[src/rtl/enclave_pkg.sv]
// Shared constants, FSM state encoding and byte-merge helper for the
// LWE enclave host interface.
package enclave_pkg;

  localparam logic [31:0] DEF_OPCODE_ADDR = 32'h3000_0000;
  localparam logic [31:0] DEF_DATA_BASE   = 32'h3000_1000;
  localparam logic [31:0] DEF_OUTPUT_ADDR = 32'h3000_8000;
  localparam int unsigned DEF_DATA_WIDTH  = 128;
  localparam int unsigned DEF_ADDR_WIDTH  = 10;

  localparam int unsigned STAT_BUSY_BIT = 0;
  localparam int unsigned STAT_ERR_BIT  = 1;

  typedef enum logic [7:0] {
    OPC_NOP     = 8'h00,
    OPC_KEYGEN  = 8'h01,
    OPC_ENCRYPT = 8'h02,
    OPC_DECRYPT = 8'h03
  } opcode_e;

  typedef enum logic [1:0] {
    ST_IDLE,
    ST_RD_WAIT,
    ST_ACK
  } state_e;

  function automatic logic [31:0] byte_merge(input logic [31:0] old_w,
                                             input logic [3:0]  sel,
                                             input logic [31:0] new_w);
    logic [31:0] r;
    r = old_w;
    for (int unsigned b = 0; b < 4; b++) begin
      if (sel[b]) r[b*8 +: 8] = new_w[b*8 +: 8];
    end
    return r;
  endfunction

endpackage

[src/rtl/wb_lane_buffer.sv]
// LANES x 32-bit byte-enabled register file; merged_o is the buffer with the
// current write already applied, so the top can commit it in the same cycle.
module wb_lane_buffer
  import enclave_pkg::*;
#(
  parameter int unsigned LANES = 4,
  parameter int unsigned LB    = 2
) (
  input  logic                  clk,
  input  logic                  rst_n,
  input  logic                  we_i,
  input  logic [LB-1:0]         lane_i,
  input  logic [3:0]            sel_i,
  input  logic [31:0]           dat_i,
  output logic [LANES*32-1:0]   merged_o
);

  logic [LANES*32-1:0] lanes_q;

  always_comb begin
    merged_o = lanes_q;
    if (we_i) begin
      for (int unsigned l = 0; l < LANES; l++) begin
        if (lane_i == LB'(l))
          merged_o[l*32 +: 32] = byte_merge(lanes_q[l*32 +: 32], sel_i, dat_i);
      end
    end
  end

  always_ff @(posedge clk) begin
    if (!rst_n)    lanes_q <= '0;
    else if (we_i) lanes_q <= merged_o;
  end

endmodule

[src/rtl/wb_sram_bridge.sv]
// Wishbone slave front end for the LWE enclave: packs host writes into SRAM
// words, returns 32-bit lanes on reads, and launches opcodes into the core.
module wb_sram_bridge
  import enclave_pkg::*;
#(
  parameter logic [31:0] OPCODE_ADDR = DEF_OPCODE_ADDR,
  parameter logic [31:0] DATA_BASE   = DEF_DATA_BASE,
  parameter int unsigned DATA_WIDTH  = DEF_DATA_WIDTH,
  parameter int unsigned ADDR_WIDTH  = DEF_ADDR_WIDTH
) (
  input  logic                  clk,
  input  logic                  rst_n,
  input  logic                  wbs_stb_i,
  input  logic                  wbs_cyc_i,
  input  logic                  wbs_we_i,
  input  logic [3:0]            wbs_sel_i,
  input  logic [31:0]           wbs_dat_i,
  input  logic [31:0]           wbs_adr_i,
  output logic                  wbs_ack_o,
  output logic [31:0]           wbs_dat_o,
  output logic                  sram_wen_o,
  output logic                  sram_ren_o,
  output logic [ADDR_WIDTH-1:0] sram_addr_o,
  output logic [DATA_WIDTH-1:0] sram_wdata_o,
  input  logic [DATA_WIDTH-1:0] sram_rdata_i,
  output logic [31:0]           opcode_o,
  output logic                  op_valid_o,
  input  logic                  core_busy_i
);

  localparam int unsigned LANES     = DATA_WIDTH / 32;
  localparam int unsigned LB        = $clog2(LANES);
  localparam logic [31:0] WIN_BYTES = 32'((64'd1 << ADDR_WIDTH) * (DATA_WIDTH / 8));

  state_e              state_q, state_d;
  logic [31:0]         dat_q, dat_d;
  logic [31:0]         opcode_q, opcode_d;
  logic                op_valid_q, op_valid_d;
  logic                err_q, err_d;
  logic [LB-1:0]       lane_q, lane_d;

  logic                req, hit_data, hit_opc, hit_stat, buf_we;
  logic [31:0]         off, stat_word, rd_lane;
  logic [LB-1:0]       lane;
  logic [ADDR_WIDTH-1:0] word;
  logic [DATA_WIDTH-1:0] merged;

  // Decode on the offset from DATA_BASE: one unsigned compare covers both
  // window bounds, and word/lane index the window rather than the absolute address.
  assign off      = wbs_adr_i - DATA_BASE;
  assign hit_data = (off < WIN_BYTES);
  assign lane     = off[LB+1:2];
  assign word     = off[ADDR_WIDTH+LB+1:LB+2];
  assign hit_opc  = (wbs_adr_i == OPCODE_ADDR);
  assign hit_stat = (wbs_adr_i == OPCODE_ADDR + 32'd4);
  assign req      = wbs_stb_i & wbs_cyc_i & rst_n;

  always_comb begin
    stat_word                = '0;
    stat_word[STAT_ERR_BIT]  = err_q;
    stat_word[STAT_BUSY_BIT] = core_busy_i;
  end

  wb_lane_buffer #(.LANES(LANES), .LB(LB)) u_lane_buffer (
    .clk      (clk),
    .rst_n    (rst_n),
    .we_i     (buf_we),
    .lane_i   (lane),
    .sel_i    (wbs_sel_i),
    .dat_i    (wbs_dat_i),
    .merged_o (merged)
  );

  always_comb begin
    state_d      = state_q;
    dat_d        = dat_q;
    opcode_d     = opcode_q;
    op_valid_d   = 1'b0;
    err_d        = err_q;
    lane_d       = lane_q;
    buf_we       = 1'b0;
    sram_wen_o   = 1'b0;
    sram_ren_o   = 1'b0;
    sram_addr_o  = '0;
    sram_wdata_o = '0;
    rd_lane      = '0;
    for (int unsigned l = 0; l < LANES; l++) begin
      if (lane_q == LB'(l)) rd_lane = sram_rdata_i[l*32 +: 32];
    end

    case (state_q)
      ST_IDLE: begin
        if (req) begin
          if (hit_data) begin
            if (!core_busy_i) begin
              if (wbs_we_i) begin
                buf_we  = 1'b1;
                state_d = ST_ACK;
                if (lane == LB'(LANES - 1)) begin
                  sram_wen_o   = 1'b1;
                  sram_addr_o  = word;
                  sram_wdata_o = merged;
                end
              end else begin
                sram_ren_o  = 1'b1;
                sram_addr_o = word;
                lane_d      = lane;
                state_d     = ST_RD_WAIT;
              end
            end
          end else begin
            state_d = ST_ACK;
            if (hit_opc) begin
              if (!wbs_we_i)         dat_d = opcode_q;
              else if (core_busy_i)  err_d = 1'b1;
              else begin
                opcode_d   = byte_merge(opcode_q, wbs_sel_i, wbs_dat_i);
                op_valid_d = 1'b1;
              end
            end else if (hit_stat) begin
              if (!wbs_we_i) begin
                dat_d = stat_word;
                err_d = 1'b0;
              end
            end else if (!wbs_we_i) begin
              dat_d = '0;
            end
          end
        end
      end
      ST_RD_WAIT: begin
        dat_d   = rd_lane;
        state_d = ST_ACK;
      end
      ST_ACK:  state_d = ST_IDLE;
      default: state_d = ST_IDLE;
    endcase
  end

  always_ff @(posedge clk) begin
    if (!rst_n) begin
      state_q    <= ST_IDLE;
      dat_q      <= '0;
      opcode_q   <= '0;
      op_valid_q <= 1'b0;
      err_q      <= 1'b0;
      lane_q     <= '0;
    end else begin
      state_q    <= state_d;
      dat_q      <= dat_d;
      opcode_q   <= opcode_d;
      op_valid_q <= op_valid_d;
      err_q      <= err_d;
      lane_q     <= lane_d;
    end
  end

  assign wbs_ack_o  = (state_q == ST_ACK);
  assign wbs_dat_o  = dat_q;
  assign opcode_o   = opcode_q;
  assign op_valid_o = op_valid_q;

endmodule

[config.mk]
export PLATFORM = sky130hd
export DESIGN_NAME = wb_sram_bridge
export DESIGN_NICKNAME = d
export VERILOG_FILES = /design/src/rtl/enclave_pkg.sv /design/src/rtl/wb_lane_buffer.sv /design/src/rtl/wb_sram_bridge.sv
export SDC_FILE = /design/constraint.sdc
export NUM_CORES = 1
export LEC_CHECK = 0
export CORE_AREA = 2 2 158 160
export DETAILED_ROUTE_END_ITERATION = 6
export DIE_AREA = 0 0 160 162
export PLACE_DENSITY = 0.77
export SYNTH_ARGS = -nofsm -noshare
export SYNTH_HDL_FRONTEND = slang
export SYNTH_SLANG_ARGS = --single-unit
export TNS_END_PERCENT = 30
[constraint.sdc]
create_clock -name clk -period 6.35 [get_ports clk]
set_clock_uncertainty 0.2 [all_clocks]
set_input_delay 1.27 -clock clk [delete_from_list [all_inputs] [get_ports clk]]
set_output_delay 1.27 -clock clk [all_outputs]
set_load 0.02 [all_outputs]
==> flow_metrics.env <==
export IMPL_status="finished clean"
export IMPL_path_class="in -> out"
export IMPL_start_util_pct=41.2
export IMPL_tightestPinTransition_ps=1050
export IMPL_cp_max_fo=104
export IMPL_yosys_area_top_type="dfxtp_1"
export IMPL_die_height_um=162
export IMPL_viasPerCell=5.42
export IMPL_clkTransAtPathRegs_ps=70
export IMPL_syn_area_per_cell_um2=9.10
export IMPL_synth_ff_type="dfxtp_1"
export IMPL_htreeDepth=4
export IMPL_yosys_warnings=0
export IMPL_p_total_mw=2.70
export IMPL_combPwrFrac_pct=11.0
export IMPL_port_buffers=407
export IMPL_dp_hpwl_mm=26.6
export IMPL_slew_headroom_pct=29.7
export IMPL_grt_antenna_before_repair=1
export IMPL_vias=9791
export IMPL_fin_tns_setup_ps=0
export IMPL_num_fill_cells=2087
export IMPL_cp_start_kind="primary input"
export IMPL_vdd_drop_max_mv=0.160
export IMPL_synthDominantCellAreaShare_pct=39.9
export IMPL_rows=57
export IMPL_gr_total_overflow=0
export IMPL_swShare_pct=25.1
export IMPL_hold_buffers=0
export IMPL_drc=0
export IMPL_cts_root_buffer="clkbuf_16"
export IMPL_ant_nets=0
export IMPL_rrSetupSlack_ps=3940
export IMPL_die_w_um=160
export IMPL_power_switching_mw=0.676
export IMPL_slew_violations=0
export IMPL_ctsLongestPathBuffers=2
export IMPL_final_hold_viol_count=0
export IMPL_p_clk_share_pct=42.6
export IMPL_die_area_um2=25900
export IMPL_period_share_pct=98.8
export IMPL_p_seq_share_pct=46.4
export IMPL_place_gp_congestion=0.952
export IMPL_core_area_um2=24100
export IMPL_grt_max_degree=105
export IMPL_post_cts_repair_setup_buffers=0
export IMPL_synthCells=1091
export IMPL_area_growth_pct=53.6
export IMPL_cts_repair_resized=0
export IMPL_hold_class="reg -> reg"
export IMPL_syn_cell_area_um2=9930
export IMPL_post_drt_wl_per_cell_um=19.8
export IMPL_clock_sinks=198
export IMPL_drive_above_1_share_pct=8.97
export IMPL_cts_made_buffers=17
export IMPL_cp_data_required_time_ps=4880
export IMPL_cts_tree="done"
export IMPL_wl_mm=35.8
export IMPL_first_global_vias=9622
export IMPL_grt_use_total_pct=26.5
export IMPL_syn_nets=1295
export IMPL_pin_count=408
export IMPL_dr_pass1_iters=5
export IMPL_first_iter_violations=780
export IMPL_ys_types=51
export IMPL_setup_viol=0
export IMPL_timing_fmax_mhz=159
export IMPL_worstPathArrival_ps=4810
export IMPL_cap_violations=0
export IMPL_worstSetupEndpointType="primary output"
export IMPL_synth_edf_count=0
export IMPL_p_int_mw=2.02
export IMPL_dp_cells=1775
export IMPL_p_leak_nw=7.72
export IMPL_async_flop_share_pct=0
export IMPL_ys_seq_area_share_pct=39.9
export IMPL_layoutNonFillerInstCount=1808
export IMPL_pwr_density_cell_nw_per_um2=177
export IMPL_synth_seq_cells=198
export IMPL_nets=1674
export IMPL_place_area_um2=14400
export IMPL_design_area_um2=15200
export IMPL_grt_pass1_wl_mm=54.3
export IMPL_timing_hold_ws_ps=264
export IMPL_synth_area_leaders="dfxtp_1 40%, mux2i_1 20%, nor2_1 9.3%"
export IMPL_fin_crit_ps=6280
export IMPL_insertion_delay_ps=430
[logic make-up (layout without fill, tap and decap cells)]
kind of cell / after synthesis / in the layout / synth area share (%)
other: 0 / 1 / 0
AOI/OAI and AO/OA: 116 / 116 / 7.94
xor gates and xnor gates: 2 / 2 / 0.177
buffers and inverters: 95 / 487 / 3.84
and+or+nand+nor: 448 / 448 / 20.6
DFF: 198 / 198 / 39.9
adders and majority gates: 2 / 2 / 0.252
muxes: 230 / 230 / 27.2
[cells in the mapped netlist, drive strengths merged (6+ instances only)]
master / n
dfxtp: 198
a21oi: 32
nor3: 12
and3: 15
a22oi: 30
buf: 24
nor4: 10
nand4: 8
mux4: 32
nand3: 18
clkbuf: 55
mux2i: 198
nor2: 247
o31ai: 30
nand2: 113
a31oi: 6
inv: 16
[area by class of cell]
class / count / area, um2 / share of cell area [%]
repair buffers: 439 / 4520 / 29.7
flip-flops and latches: 198 / 3970 / 26.0
inverters: 16 / 60.1 / 0.394
clock buffers: 18 / 429 / 2.81
multi-input cells: 798 / 5660 / 37.1
diodes: 1 / 2.50 / 0.0164
clock inverters: 14 / 205 / 1.35
well taps: 324 / 405 / 2.66
[layout by cell type, fill, tap and decap left out, types with 5 or more instances in the layout]
cell type	netlist	routed
nor4_1	10	9
nand3_1	12	10
nand4b_1	5	5
nand3_4	6	7
o31ai_1	30	30
nor3_1	9	7
a31oi_1	6	5
clkbuf_16	0	17
a21oi_1	32	31
dfxtp_1	198	197
mux4_2	32	32
buf_4	0	31
clkdlybuf4s50_1	0	334
a22oi_1	30	30
inv_1	14	14
nor2_1	246	246
nand2_1	113	113
and3_1	15	15
mux2i_1	198	198
dlymetal6s2s_1	0	71
[registers in the layout, indices dropped and copies added (netlist names)]
signal / cells
op_valid_o: 1
opcode_o: 32
lane_q: 2
err_q: 1
u_lane_buffer.lanes_q: 128
state_q: 2
wbs_dat_o: 32
[critical path: stages]
cell	delay [ps]
clkdlybuf4s50_1	610
inv_1	110
ha_1	230
buf_4	160
nor3_1	260
a31oi_1	160
a2bb2oi_1	210
or3_4	430
nor2_4	150
nand3_4	90
buf_12	230
nor2_1	160
clkdlybuf4s50_1	640
[stage by stage]
step / worst slack, ps / util, %
after floorplan: 1040 / -
after global placement: 128 / 59.7
after detailed placement: 59.4 / 59.7
after CTS: 66.5 / 62.4
after global routing: -38.2 / 63.2
final: 73.3 / 63.3
[power groups by stage]
stage / sequential (mW) / combinational, mW / clock [mW]
after floorplan: 1.29 / 0.0927 / 0
after global placement: 1.28 / 0.291 / 0
after detailed placement: 1.28 / 0.294 / 0
after CTS: 1.25 / 0.296 / 1.17
after global routing: 1.25 / 0.315 / 1.22
final: 1.25 / 0.298 / 1.15
[path summary, 6_finish.rpt]
path | start | end | cells after the start
max | wbs_adr_i[12] | sram_wdata_o[104] | 13
min | u_lane_buffer.lanes_q[124]$_SDFFE_PN0N_ | u_lane_buffer.lanes_q[124]$_SDFFE_PN0N_ | 2
max reg2reg | state_q[1]$_SDFFE_PN0P_ | u_lane_buffer.lanes_q[88]$_SDFFE_PN0N_ | 8
min reg2reg | u_lane_buffer.lanes_q[124]$_SDFFE_PN0N_ | u_lane_buffer.lanes_q[124]$_SDFFE_PN0N_ | 2
[layer usage]
layer	part of all wire (%)	vias up	global-route usage (%)
met4	3.3	0	10.2
met2	49	385	45.5
li1	-	4595	-
met5	0	-	0
met3	6.7	52	5.75
met1	41	4759	32.5
Power figures use the tool's default switching activity.
